===== config.mk =====
export PLATFORM = sky130hd
export DESIGN_NAME = bcd_display_scanner
export DESIGN_NICKNAME = d
export VERILOG_FILES = /design/src/rtl/bcd_disp_pkg.sv /design/src/rtl/bcd_to_7seg.sv /design/src/rtl/bcd_display_scanner.sv
export SDC_FILE = /design/constraint.sdc
export NUM_CORES = 1
export LEC_CHECK = 0
export BUFFER_PORTS_ARGS = -buffer_cell sky130_fd_sc_hd__buf_2
export CORE_MARGIN = 1
export CORE_UTILIZATION = 58
export DETAILED_ROUTE_END_ITERATION = 8
export GPL_TIMING_DRIVEN = 0
export PLACE_DENSITY = 0.89
export SETUP_SLACK_MARGIN = 0.4
export SYNTH_ARGS = -nofsm -noshare
export SYNTH_HDL_FRONTEND = slang
export SYNTH_SLANG_ARGS = --single-unit

===== constraint.sdc =====
create_clock -name clk -period 2.9 [get_ports clk]
set_clock_uncertainty 0.15 [all_clocks]
set_input_delay 0.435 -clock clk [delete_from_list [all_inputs] [get_ports clk]]
set_output_delay 0.435 -clock clk [all_outputs]
set_load 0.01 [all_outputs]

===== src/rtl/bcd_disp_pkg.sv =====
// Shared constants for the BCD seven-segment display scanner.
//   SEG_0..SEG_9, SEG_DASH, SEG_OFF : active-high segment patterns {g,f,e,d,c,b,a}
//   state_t (ST_BLANK / ST_DRIVE)   : scan slot phase encoding
package bcd_disp_pkg;

  localparam logic [6:0] SEG_0    = 7'h3F;
  localparam logic [6:0] SEG_1    = 7'h06;
  localparam logic [6:0] SEG_2    = 7'h5B;
  localparam logic [6:0] SEG_3    = 7'h4F;
  localparam logic [6:0] SEG_4    = 7'h66;
  localparam logic [6:0] SEG_5    = 7'h6D;
  localparam logic [6:0] SEG_6    = 7'h7D;
  localparam logic [6:0] SEG_7    = 7'h07;
  localparam logic [6:0] SEG_8    = 7'h7F;
  localparam logic [6:0] SEG_9    = 7'h6F;
  localparam logic [6:0] SEG_DASH = 7'h40;
  localparam logic [6:0] SEG_OFF  = 7'h00;

  typedef enum logic {
    ST_BLANK = 1'b0,
    ST_DRIVE = 1'b1
  } state_t;

endpackage


===== src/rtl/bcd_to_7seg.sv =====
// Combinational nibble to seven-segment decoder, active-high outputs.
// Non-BCD nibbles (A-F) produce a dash. Polarity is handled by the caller.
//   nib : input nibble
//   seg : segments {g,f,e,d,c,b,a}, 1 = lit
module bcd_to_7seg
  import bcd_disp_pkg::*;
(
  input  logic [3:0] nib,
  output logic [6:0] seg
);

  always_comb begin
    seg = SEG_DASH;
    case (nib)
      4'd0:    seg = SEG_0;
      4'd1:    seg = SEG_1;
      4'd2:    seg = SEG_2;
      4'd3:    seg = SEG_3;
      4'd4:    seg = SEG_4;
      4'd5:    seg = SEG_5;
      4'd6:    seg = SEG_6;
      4'd7:    seg = SEG_7;
      4'd8:    seg = SEG_8;
      4'd9:    seg = SEG_9;
      default: seg = SEG_DASH;
    endcase
  end

endmodule


===== src/rtl/bcd_display_scanner.sv =====
// Time-multiplexed seven-segment scanner for the decade counter chain.
// Digits are double-buffered (shadow -> active at a frame boundary) so a new
// value never tears across a frame. Each slot starts with BLANK_CYCLES of
// all-anodes-off ghost blanking, then drives one digit.
// Optional feature: define LEADING_ZERO_BLANK_EN to blank leading zeros
// (digit 0 is never blanked; decimal points are unaffected).
//   clk, rst_n  : clock, asynchronous active-low reset
//   digits_bcd  : packed BCD digits, [3:0] = digit 0 (rightmost)
//   load        : capture strobe for digits_bcd and dp_mask
//   dp_mask     : decimal point enable per digit
//   seg, dp, an : segment / decimal point / digit enables (registered)
//   digit_idx   : digit presented on an/seg/dp (registered, aligned with them)
module bcd_display_scanner
  import bcd_disp_pkg::*;
#(
  parameter int NUM_DIGITS   = 4,
  parameter int SCAN_DIV     = 50000,
  parameter int BLANK_CYCLES = 8,
  parameter bit COMMON_ANODE = 1'b1,
  localparam int IDX_W       = (NUM_DIGITS > 1) ? $clog2(NUM_DIGITS) : 1
) (
  input  logic                    clk,
  input  logic                    rst_n,
  input  logic [4*NUM_DIGITS-1:0] digits_bcd,
  input  logic                    load,
  input  logic [NUM_DIGITS-1:0]   dp_mask,
  output logic [6:0]              seg,
  output logic                    dp,
  output logic [NUM_DIGITS-1:0]   an,
  output logic [IDX_W-1:0]        digit_idx
);

  localparam int               PRE_W      = $clog2(SCAN_DIV);
  localparam logic [PRE_W-1:0] PRE_LAST   = PRE_W'(SCAN_DIV - 1);
  localparam logic [PRE_W-1:0] BLANK_LAST = PRE_W'(BLANK_CYCLES - 1);
  localparam logic [IDX_W-1:0] IDX_LAST   = IDX_W'(NUM_DIGITS - 1);

  function automatic logic [6:0] pol_seg(input logic [6:0] s);
    return COMMON_ANODE ? ~s : s;
  endfunction

  function automatic logic pol_dp(input logic d);
    return COMMON_ANODE ? ~d : d;
  endfunction

  function automatic logic [NUM_DIGITS-1:0] pol_an(input logic [NUM_DIGITS-1:0] a);
    return COMMON_ANODE ? ~a : a;
  endfunction

  logic [PRE_W-1:0]               pre_q;
  logic [IDX_W-1:0]               scan_idx_q;
  state_t                         state_q;
  logic [NUM_DIGITS-1:0][3:0]     shadow_q;
  logic [NUM_DIGITS-1:0][3:0]     active_q;
  logic [NUM_DIGITS-1:0]          dp_shadow_q;
  logic [NUM_DIGITS-1:0]          dp_active_q;
  logic                           pending_q;
  // Set once a value has reached the active buffer; until then the display
  // stays dark even though the scan runs.
  logic                           shown_q;
  logic                           boundary;
  logic [6:0]                     seg_dec;
  logic [6:0]                     seg_drv;
  logic [NUM_DIGITS-1:0]          an_onehot;

  assign boundary  = (pre_q == PRE_LAST) && (scan_idx_q == IDX_LAST);
  assign an_onehot = NUM_DIGITS'(1) << scan_idx_q;

  // Slot timing and phase FSM: state tracks the current prescaler value,
  // so it is BLANK for prescaler 0..BLANK_CYCLES-1.
  always_ff @(posedge clk or negedge rst_n) begin
    if (!rst_n) begin
      pre_q      <= '0;
      scan_idx_q <= '0;
      state_q    <= ST_BLANK;
    end else if (pre_q == PRE_LAST) begin
      pre_q      <= '0;
      scan_idx_q <= (scan_idx_q == IDX_LAST) ? '0 : scan_idx_q + 1'b1;
      state_q    <= ST_BLANK;
    end else begin
      pre_q      <= pre_q + 1'b1;
      state_q    <= (pre_q < BLANK_LAST) ? ST_BLANK : ST_DRIVE;
    end
  end

  // Double buffer. A load landing on the boundary cycle bypasses the shadow
  // so it is not delayed by a whole frame.
  always_ff @(posedge clk or negedge rst_n) begin
    if (!rst_n) begin
      shadow_q    <= '0;
      active_q    <= '0;
      dp_shadow_q <= '0;
      dp_active_q <= '0;
      pending_q   <= 1'b0;
      shown_q     <= 1'b0;
    end else if (load && boundary) begin
      shadow_q    <= digits_bcd;
      dp_shadow_q <= dp_mask;
      active_q    <= digits_bcd;
      dp_active_q <= dp_mask;
      pending_q   <= 1'b0;
      shown_q     <= 1'b1;
    end else if (load) begin
      shadow_q    <= digits_bcd;
      dp_shadow_q <= dp_mask;
      pending_q   <= 1'b1;
    end else if (boundary && pending_q) begin
      active_q    <= shadow_q;
      dp_active_q <= dp_shadow_q;
      pending_q   <= 1'b0;
      shown_q     <= 1'b1;
    end
  end

  bcd_to_7seg u_dec (
    .nib (active_q[scan_idx_q]),
    .seg (seg_dec)
  );

`ifdef LEADING_ZERO_BLANK_EN
  logic [NUM_DIGITS-1:0] lz_blank;

  // A digit is a leading zero when it and every more significant digit are 0.
  always_comb begin
    logic upper_zero;
    upper_zero = 1'b1;
    lz_blank   = '0;
    for (int k = NUM_DIGITS - 1; k > 0; k--) begin
      upper_zero  = upper_zero & (active_q[k] == 4'd0);
      lz_blank[k] = upper_zero;
    end
  end

  assign seg_drv = (lz_blank[scan_idx_q] || !shown_q) ? SEG_OFF : seg_dec;
`else
  assign seg_drv = shown_q ? seg_dec : SEG_OFF;
`endif

  // Output register stage: pins lag the FSM state by one cycle.
  always_ff @(posedge clk or negedge rst_n) begin
    if (!rst_n) begin
      an        <= pol_an('0);
      seg       <= pol_seg(SEG_OFF);
      dp        <= pol_dp(1'b0);
      digit_idx <= '0;
    end else begin
      digit_idx <= scan_idx_q;
      if (state_q == ST_DRIVE) begin
        an  <= pol_an(an_onehot);
        seg <= pol_seg(seg_drv);
        dp  <= pol_dp(dp_active_q[scan_idx_q] & shown_q);
      end else begin
        an  <= pol_an('0);
        seg <= pol_seg(SEG_OFF);
        dp  <= pol_dp(1'b0);
      end
    end
  end

endmodule

# Yosys cells after proc, flatten, opt, wreduce, memory -nomap -nowiden
# Memories as Yosys holds them, arrays and structs flattened.
# Index checks and enable logic that the tools add are counted.
# totals
in_bits	23
regBits	75
output_inout_bits	14
romBits	112
memories	1
# classes
add_sub_neg	2
shifts	1
n_reduce_logical	7
n_eq_ne	3
muxes	28
bitwise	4
order_cmp	2
# memory_table
name	words	word_bits	rd	rd_ports_with_merged_regs	wr	line	source
(no name shown)	16	7	1	0	0	bcd_to_7seg.sv:14	case (nib)
# ops
cell	n
16-bit two-way mux	6
4-bit two-way mux	7
16-bit by 1-bit adder with 16-bit output (second input constant)	1
16-bit == test (second input constant)	1
16-bit by 3-bit < comparator with 1-bit output (second input constant)	1
7-bit two-way mux	2
1-bit two-way mux	10
4-bit binary-select mux with 2-bit select	1
7-bit inverter	1
4-bit inverter	1
2-bit nonzero test	2
1-bit by 2-bit left shift with 4-bit output (first input constant)	1
1-bit logical AND	3
2-bit by 3-bit < comparator with 1-bit output (second input constant)	1
3-bit nonzero test	1
2-bit by 1-bit adder with 2-bit output (second input constant)	1
1-bit binary-select mux with 2-bit select	1
2-bit == test (second input constant)	1
2-bit two-way mux	1
2-bit by 1-bit != test with 1-bit output (second input constant)	1
2-bit AND reduction	1
1-bit bitwise AND	1
1-bit inverter	1

# Depth between registers and ports, before layout
# logic_depth
ltp_word	6
ltp_mapped	7

# By module
# Synthesis repeated with hierarchy kept, for this count alone.
# hier_totals
hier_cells	296
area_unflattened_um2	3462.1
# modules_own_cells
mod	n_inst	area_each_um2	cells_each
bcd_display_scanner	1	3234.4	267
bcd_to_7seg	1	227.7	29

# Least setup slack after synthesis
# No wires, ideal clock.
# synth_timing
path_kind	reg-to-reg
startpoint	reg pre_q[0]
endpoint	reg active_q[12] in the netlist's numbering
setup_slack_ns	0.725
t_arrival_ns	1.900
t_required_ns	2.625
synth_period_minus_slack_ns	2.175
n_path_buf	1
stages_incl_launch_ff	7
path_cell_list	dfrtp_1 ha_1 nand3_2 or3_1 buf_6 nor4_4 mux2_2
# synth_between
elab_chain_cells	5
# synth_lines
item	line	source
start: declaration	bcd_display_scanner.sv:50	logic [PRE_W-1:0] pre_q;
start signal: assignment	bcd_display_scanner.sv:81	pre_q <= pre_q + 1'b1;
16-bit == test (*)	bcd_display_scanner.sv:66	assign boundary = (pre_q == PRE_LAST) && (scan_idx_q == IDX_LAST);
1-bit logical AND (*)	bcd_display_scanner.sv:66	
1-bit logical AND (on tied branches)	bcd_display_scanner.sv:96, bcd_display_scanner.sv:107	
2-bit by 1-bit != test with 1-bit output (no source line) or 2-bit nonzero test (tied branches)	n/a	
2-bit AND reduction (no source line)	n/a	
end signal: assignment	bcd_display_scanner.sv:99	active_q <= digits_bcd;
end signal: assignment	bcd_display_scanner.sv:108	active_q <= shadow_q;
end: declaration	bcd_display_scanner.sv:54	logic [NUM_DIGITS-1:0][3:0] active_q;
# Mark *: on every way between the ends. The rest lies on a longest branch, timed or not.
# A chain may end at the register's enable or synchronous reset.

# Worst setup path after layout
# layout_timing
startpoint	reg pre_q[1]
endpoint	reg dp_active_q[0]
# layout_between
elab_chain_cells	5
# layout_lines
item	line	source
16-bit == test (*)	bcd_display_scanner.sv:66	
1-bit logical AND (*)	bcd_display_scanner.sv:66	
1-bit logical AND (on tied branches)	bcd_display_scanner.sv:96, bcd_display_scanner.sv:107	
2-bit by 1-bit != test with 1-bit output (no source line) or 2-bit nonzero test (tied branches)	n/a	
2-bit AND reduction (no source line)	n/a	
end signal: assignment	bcd_display_scanner.sv:100	dp_active_q <= dp_mask;
end signal: assignment	bcd_display_scanner.sv:109	dp_active_q <= dp_shadow_q;
end: declaration	bcd_display_scanner.sv:56	logic [NUM_DIGITS-1:0] dp_active_q;
# Marks and branches as above.

==> impl_metrics.tcl <==
set metrics [dict create \
    netSwitchingFraction_pct 24.2 \
    cts.hold.buffers_added 0 \
    dr.pass1.iters 4 \
    utilization_pct 68.6 \
    timing.rr.end "dp_active_q[0]" \
    grt_use_total_pct 23.3 \
    finalSetupTns_ns 0 \
    synth_area_per_cell_um2 11.7 \
    hold_slack_ns 0.0577 \
    yosysWarnings 0 \
    r2r_slack_ns 0.51 \
    fmax_mhz 418 \
    comb_power_share_pct 7.8 \
    layout_common_cells "63 x dfrtp_1, 39 x buf_2, 32 x nand2_1" \
    cp_data_required_time_ns 2.98 \
    die_x_um 80.8 \
    rsz0062_at_grt "no" \
    grt_max_degree 76 \
    yosysSeqAreaShare_pct 52.5 \
    final_max_slew_viol_count 0 \
    grt_pass1_vias 2398 \
    r2r_cells 7 \
    ir_drop_uv 349 \
    cp-start-kind "flop" \
    globalRoute.totalOverflow 0 \
    status "complete, no violations" \
    synth_fp_nets 343 \
    relSlewSlack_pct 38.6 \
    cts.sink_count 75 \
    ant_nets 0 \
    layout_commonest_cell "dfrtp_1" \
    routedWlPerCell_um 15.5 \
    path_class "flop to flop" \
    clk_pin_slew_ns 0.08 \
    p_clk_share_pct 36.8 \
    tightest_slew_ns 0.920 \
    path_delay_family "simple AND/OR/NAND/NOR gates" \
    core_area_um2 5960 \
    area_growth_syn_to_layout_pct 13.3 \
    power_leakage_nw 1.81 \
    p_sw_mw 0.485 \
    cts_tree "yes" \
    drc_errors 0 \
    worst-path-buf-inv 2 \
    powerDensity_nw_per_um2 491 \
    grt_pass1_wl_mm 11.3 \
    dp_hpwl_mm 4.92 \
    synth_cell_types 41 \
    netlist_area_um2 3600 \
    max_stage_delay_ns 0.38 \
    arrival_ns 2.47 \
    h-tree-depth 3 \
    io_buffers 36 \
    synth-seq-cells 75 \
    clockBufferDepth 2 \
    n_antenna_cell 0 \
    hold_path_class "input port to asynchronous set/reset pin" \
    numCtsBuffers 9 \
    initialDrtViolationCount 211 \
    cts_root_buf "clkbuf_8" \
    fin_crit_sh_pct 82.5 \
    max_cap_violations 0 \
    dr_total_vias 2434 \
    start_util_pct 60.5 \
    drive_gt1_share_pct 30.9 \
    rows 28 \
    ios 37 \
    end_kind "flop" \
    reg2reg_from "pre_q[1]" \
    worst_path_max_delay_cell "dfrtp_1" \
    place_congestion 0.820 \
    fp.dieArea_um2 6530 \
    syn_inst 309 \
    setup_viol 0 \
    drt-vias-per-instance 5.56 \
    clk_latency_ns 0.35 \
    power.internal_mw 1.52 \
    worstPathMaxFanout 9 \
    period_minus_slack_ns 2.39 \
    hold_viol_final 0 \
    seqPwrFrac_pct 55.4 \
    die_y_um 80.8 \
    worstPathCellList "ha_1 -> nand3_2 -> or3_1 -> buf_6 -> nor4_4 -> buf_4 -> mux2_2" \
    power_mw 2.01 \
    fin_nets 392 \
    antenna_found_initial 0 \
    drt-total-wl_mm 6.81 \
]
[power by group through the flow]
stage / Clock [mW] / Sequential, mW / Combinational (mW)
after global placement: 0 / 1.13 / 0.148
after detailed placement: 0 / 1.13 / 0.158
final: 0.738 / 1.11 / 0.156
after CTS: 0.742 / 1.11 / 0.158
after global routing: 0.790 / 1.12 / 0.173
after floorplan: 0 / 1.13 / 0.0919
[final cells by class]
cell class                      count  area [um^2]
Sequential cell                    75         1890
Fill cell                         414         1870
Multi-Input combinational cell    202         1580
Timing Repair Buffer               38          198
Clock buffer                       12          155
Tap cell                           75         93.8
Buffer                             15         76.3
Inverter                           17         63.8
Clock inverter                      4         26.3
[state kept, by name (all words and copies together) (netlist names)]
signal / count
active_q: 16
seg: 7
pre_q: 16
state_q: 1
shadow_q: 16
dp_active_q: 4
an: 4
digit_idx: 2
dp_shadow_q: 4
pending_q: 1
dp: 1
shown_q: 1
scan_idx_q: 2
[metal layers]
layer  up-vias  global-route usage (%)  wire (um)
li1       1171                       -          -
met1      1187                    31.5       3140
met2        64                    36.8       3230
met3        12                    4.04        281
met4         0                    10.9        155
met5         -                       0          0
[cells by family (layout without fill, tap and decap cells)]
kind of cell               after synthesis  in the layout  synth area share, %
and+or+nand+nor                         91             91                 13.1
DFF                                     75             75                 52.5
AOI/OAI and AO/OA                       53             53                 11.7
muxes                                   36             36                 12.4
buffers and inverters                   32             86                 3.89
adders and majority gates               11             11                 3.82
xor gates and xnor gates                11             11                 2.67
[worst reg2reg max path, cell delays in order (launching register included)]
cell     delay (ns)
dfrtp_1        0.38
ha_1           0.28
nand3_2        0.15
or3_1          0.38
buf_6          0.16
nor4_4         0.24
buf_4          0.20
mux2_2         0.34
[Yosys cell counts, drive strengths merged]
library cell | number | area, um^2
a31oi | 1 | 6.26
mux2 | 19 | 214
nor4 | 4 | 40.0
dfrtp | 63 | 1580
o31a | 6 | 52.6
nor3 | 2 | 10.0
buf | 6 | 42.5
dfstp | 12 | 315
nand2 | 32 | 120
o2bb2ai | 1 | 8.76
o21ai | 19 | 95.1
xor2 | 7 | 61.3
o211ai | 6 | 45.0
or3 | 1 | 6.26
o22a | 1 | 8.76
nand4 | 5 | 31.3
nand3 | 6 | 35.0
clkbuf | 9 | 33.8
a211oi | 1 | 7.51
and2b | 1 | 7.51
a2bb2oi | 10 | 150
inv | 17 | 63.8
or2 | 3 | 18.8
xnor2 | 4 | 35.0
nand2b | 12 | 75.1
mux4 | 5 | 113
and2 | 3 | 18.8
o41ai | 1 | 8.76
nor2 | 16 | 62.6
ha | 11 | 138
a21oi | 6 | 30.0
mux2i | 12 | 120
and4 | 3 | 27.5
o21bai | 1 | 7.51
nor2b | 3 | 18.8
[repair_timing]
| action | 4_1_cts | 5_1_grt |
|---|---|---|
| setup buffers | 0 | 2 |
| setup endpoints to repair | 0 | 15 |
| gates resized for setup | 0 | 1 |
[metrics by stage]
stage	worst slack [ns]	area, um^2	cells
after global placement	0.546	3880	420
after floorplan	0.725	3600	309
final	0.509	4080	438
after global routing	0.440	4080	438
after detailed placement	0.465	3880	420
after CTS	0.465	4060	436
[how the worst max path moves through the flow]
| stage | from | endpoint | depth (start not counted) |
|---|---|---|---|
| after floorplan | pre_q[0] | active_q[12] | 6 |
| after CTS | pre_q[1] | dp_active_q[0] | 6 |
| after global routing | pre_q[10] | scan_idx_q[1] | 4 |
| after global placement | pre_q[0] | active_q[5] | 6 |
| final | pre_q[1] | dp_active_q[0] | 7 |
| after detailed placement | pre_q[1] | active_q[5] | 6 |
(Power assumes the default switching activity.)
